--- src/rtl/demux1to2_pipe.sv ---
// Registered 1-to-2 stream demultiplexer: one valid/ready input stream steered by
// in_sel into two independent DEPTH-entry FIFO channels with their own backpressure.
module demux1to2_pipe #(
  parameter int n     = 32,
  parameter int DEPTH = 2
) (
  input  logic                         clk,
  input  logic                         reset_n,
  input  logic                         in_valid,
  output logic                         in_ready,
  input  logic                         in_sel,
  input  logic [n-1:0]                 in_data,
  output logic                         out0_valid,
  input  logic                         out0_ready,
  output logic [n-1:0]                 out0_data,
  output logic [$clog2(DEPTH+1)-1:0]   out0_count,
  output logic                         out1_valid,
  input  logic                         out1_ready,
  output logic [n-1:0]                 out1_data,
  output logic [$clog2(DEPTH+1)-1:0]   out1_count
);

  localparam int PW = $clog2(DEPTH);
  localparam int CW = $clog2(DEPTH + 1);

  logic [1:0]    full;
  logic [1:0]    valid;
  logic [1:0]    push;
  logic [1:0]    pop;
  logic [1:0]    rdy;
  logic [n-1:0]  head [2];
  logic [CW-1:0] cnt  [2];

  // Acceptance looks only at the selected channel's occupancy; a pop in the
  // same cycle does not free a slot until the following cycle.
  assign in_ready = ~full[in_sel];
  assign rdy      = {out1_ready, out0_ready};

  for (genvar k = 0; k < 2; k++) begin : g_ch
    logic [n-1:0]  mem [DEPTH];
    logic [PW-1:0] rd_ptr;
    logic [PW-1:0] wr_ptr;
    logic [CW-1:0] count;

    assign full[k]  = (count == CW'(DEPTH));
    assign valid[k] = (count != '0);
    assign push[k]  = in_valid & in_ready & (in_sel == 1'(k));
    assign pop[k]   = valid[k] & rdy[k];
    assign head[k]  = mem[rd_ptr];
    assign cnt[k]   = count;

    // NOTE: storage is cleared by reset as well so a freshly reset channel
    // presents zero data rather than stale words.
    always_ff @(posedge clk or negedge reset_n) begin
      if (!reset_n) begin
        rd_ptr <= '0;
        wr_ptr <= '0;
        count  <= '0;
        for (int i = 0; i < DEPTH; i++) mem[i] <= '0;
      end else begin
        // NOTE: non-blocking assignments keep every register update based on
        // the pre-edge values, so pointer, count and storage stay coherent.
        if (push[k]) begin
          mem[wr_ptr] <= in_data;
          wr_ptr      <= wr_ptr + PW'(1);
        end
        if (pop[k]) rd_ptr <= rd_ptr + PW'(1);
        case ({push[k], pop[k]})
          2'b10:   count <= count + CW'(1);
          2'b01:   count <= count - CW'(1);
          default: count <= count;
        endcase
      end
    end
  end

  assign out0_valid = valid[0];
  assign out1_valid = valid[1];
  assign out0_data  = head[0];
  assign out1_data  = head[1];
  assign out0_count = cnt[0];
  assign out1_count = cnt[1];

endmodule
--- config.mk ---
export PLATFORM = sky130hd
export DESIGN_NAME = demux1to2_pipe
export DESIGN_NICKNAME = d
export VERILOG_FILES = /design/src/rtl/demux1to2_pipe.sv
export SDC_FILE = /design/constraint.sdc
export NUM_CORES = 1
export LEC_CHECK = 0
export CAP_MARGIN = 10
export CORE_MARGIN = 10
export CORE_UTILIZATION = 38
export CTS_BUF_LIST = sky130_fd_sc_hd__clkbuf_4 sky130_fd_sc_hd__clkbuf_8
export DETAILED_ROUTE_END_ITERATION = 10
export PLACE_DENSITY = 0.66
export SLEW_MARGIN = 20
export SYNTH_ARGS = -nofsm -noshare
export SYNTH_HDL_FRONTEND = slang
export SYNTH_SLANG_ARGS = --single-unit
--- constraint.sdc ---
create_clock -name clk -period 2.1 [get_ports clk]
set_clock_uncertainty 0.05 [all_clocks]
set_input_delay 0.315 -clock clk [delete_from_list [all_inputs] [get_ports clk]]
set_output_delay 0.315 -clock clk [all_outputs]
set_load 0.02 [all_outputs]
==> metrics.txt <==
status finished, final reports clean; layout cells sized above 1 0.600; vias in the first global route 3968; Lkg Pwr 3.45 nW; drt via density 4.77; VDD IR max 0.000850 V; total track usage 0.135; worst hold path type input pin to async pin; Core Footprint 0.0157 mm²; Layout Cells excl Fill 739; Ant. Diodes 0; Worst Path Max Fanout 16; worst slew pin tran 0.389 ns; crit end category output port; largest net degree at the start of global routing 68; PortBufs 108; most frequent cells in the layout 157 x mux2_2, 134 x dfrtp_1, 40 x clkdlybuf4s50_1, 34 x clkbuf_2, 30 x mux2_4; leading area contributor after synthesis dfrtp_1; Final period util 0.961; #FFs+latches synth 136; Antenna Nets Post-Route 0; Worst-path clk slew 0.07 ns; Largest stage delay, worst path 0.44 ns; Worst setup SP type flop; WP data required 1.74 ns; Cell Area, Placed 0.00752 mm²; Critical Path Slowest Stage Cell dfrtp_2; Placer Congestion 0.738; area of the die 0.0213 mm²; Syn Std Cell Area 0.00603 mm²; RSZ-0062 raised after global routing yes; Avg Cell Area, Syn 15.8 µm²; buffers plus inverters on the worst setup path 3; htree depth 4; placed cells 700; cell count after synthesis 381; initial antenna violation count 0; # DRC 0; Rows 46; Worst EP arrival 1.65 ns; DR iter-0 viols 100; first-pass GRT wire length 22600 µm; Yosys top cell area share 0.564; die height 146 µm; post-synthesis sequential area ratio 0.564; Die Width 146 µm; Final Cell Area 0.00774 mm²; # setup viols final 0; wire per inst 19.1 µm; starting density of the core 0.384; Hold Slack 0.297 ns; Worst path top cell family by delay buffers and inverters; fin crit period 2.02 ns; Syn Nets 421; clock root buffer clkbuf_8; Slew headroom 0.741; overall routed net length 14100 µm; TritonCTS Sinks 136; Area contributors post-synth dfrtp_1 56%, mux2_2 29%, mux2_4 7.5%; PwrDens 1750 mW/mm²; Synth cell types 21; number of buffers created by CTS 17; I/O pin total 109; final max-slew violation count 0; Worst-Skew Late Latency 0.44 ns; grt total ovfl 0; commonest non-fill, non-tap cell in the layout mux2_2; TritonCTS clock tree built; detailed placement HPWL 9550 µm; final hold viol count 0; Longest Clk Path Bufs 2; drt pass-1 iters 4; Max Cap Viol 0; CP cell instances buf_12, buf_4, mux2_2, clkbuf_2; nets 551; area grow syn2layout 28.3%; Crit Path Category flop to output port; Final Util 0.493; FMAX 495 MHz; Yosys warnings 0; Vias 3523
==> metrics by stage <==
step,power (W),setup TNS (ns),setup WS (ns)
floorplan,0.00905,0,0.323
global placement,0.0120,-1.97,-0.0802
detailed placement,0.0122,-2.22,-0.0906
CTS,0.0141,-0.0376,-0.0376
global route,0.0145,-0.0120,-0.00966
finish,0.0136,0,0.0814
==> worst register-to-register path, stage by stage, from the launching register on <==
cell and delay, ns:
dfrtp_1 0.43, nor2b_1 0.19, or3b_2 0.53, buf_4 0.23, mux2_4 0.31
==> what timing repair did <==
item / CTS / global route
setup buffers: 0 / 6
gates cloned: 0 / 1
endpoints found under the hold margin: 36 / 0
gates resized for setup: 157 / 63
hold buffers: 1 / 0
setup endpoints to repair: 66 / 64
==> report_power, final <==
group          switching, W  internal (W)  leakage [nW]  total, W
Combinational       0.00323       0.00348          1.65   0.00671
Clock               0.00101       0.00117         0.194   0.00219
Sequential         0.000716       0.00397          1.61   0.00468
Total               0.00496       0.00862          3.45    0.0136
==> Yosys cell counts, drive strengths merged <==
cell type / number
nor3: 2
ha: 2
or2: 2
mux2: 192
xnor2: 6
clkbuf: 8
nand2: 1
nor2: 3
and2: 2
nand3: 1
nand4: 1
buf: 13
xor2: 4
nor2b: 2
or3b: 1
nand2b: 4
a21oi: 1
dfrtp: 136
==> path summary, 6_finish.rpt <==
check	start	end	slack [ns]	cells past startpoint
min reg2reg	g_ch[0].mem[57]	g_ch[0].mem[57]	0.44	1
max in group asynchronous	reset_n	g_ch[1].rd_ptr	0.97	3
min in group clk	g_ch[0].mem[57]	g_ch[0].mem[57]	0.44	1
max	g_ch[1].rd_ptr	out1_data[0]	0.08	4
max reg2reg	out0_count[1]	g_ch[0].mem[18]	0.23	4
min	reset_n	out1_count[0]	0.30	2
==> flip-flops by register name, summed over array words and instances, names as in the netlist <==
| register | cells |
|---|---|
| g_ch.rd_ptr | 2 |
| out1_count | 2 |
| out0_count | 2 |
| g_ch.wr_ptr | 2 |
| g_ch.mem | 128 |
==> final cells by class <==
cell class	count	area, µm²
multi-input cells	224	2520
repair buffers	132	1140
clock inverters	13	158
flip-flops and latches	136	3410
fillers	1380	7970
clock buffers	18	241
well taps	216	270
==> layer usage <==
metal / part of all wire / GRT usage / vias up
met5: 0 / 0 / -
li1: - / - / 1613
met3: 0.049 / 0.0566 / 14
met2: 0.49 / 0.218 / 80
met4: 0.010 / 0.0330 / 0
met1: 0.45 / 0.163 / 1816
==> cell families after synthesis <==
family | Yosys count | share of synthesized area
compound gates | 1 | 0.000829
xor+xnor | 10 | 0.0145
fa+ha+maj | 2 | 0.00415
buf+inv | 21 | 0.0199
flops | 136 | 0.564
mux | 192 | 0.377
simple gates | 19 | 0.0195
Note: power is estimated with default switching activity, not from simulation.
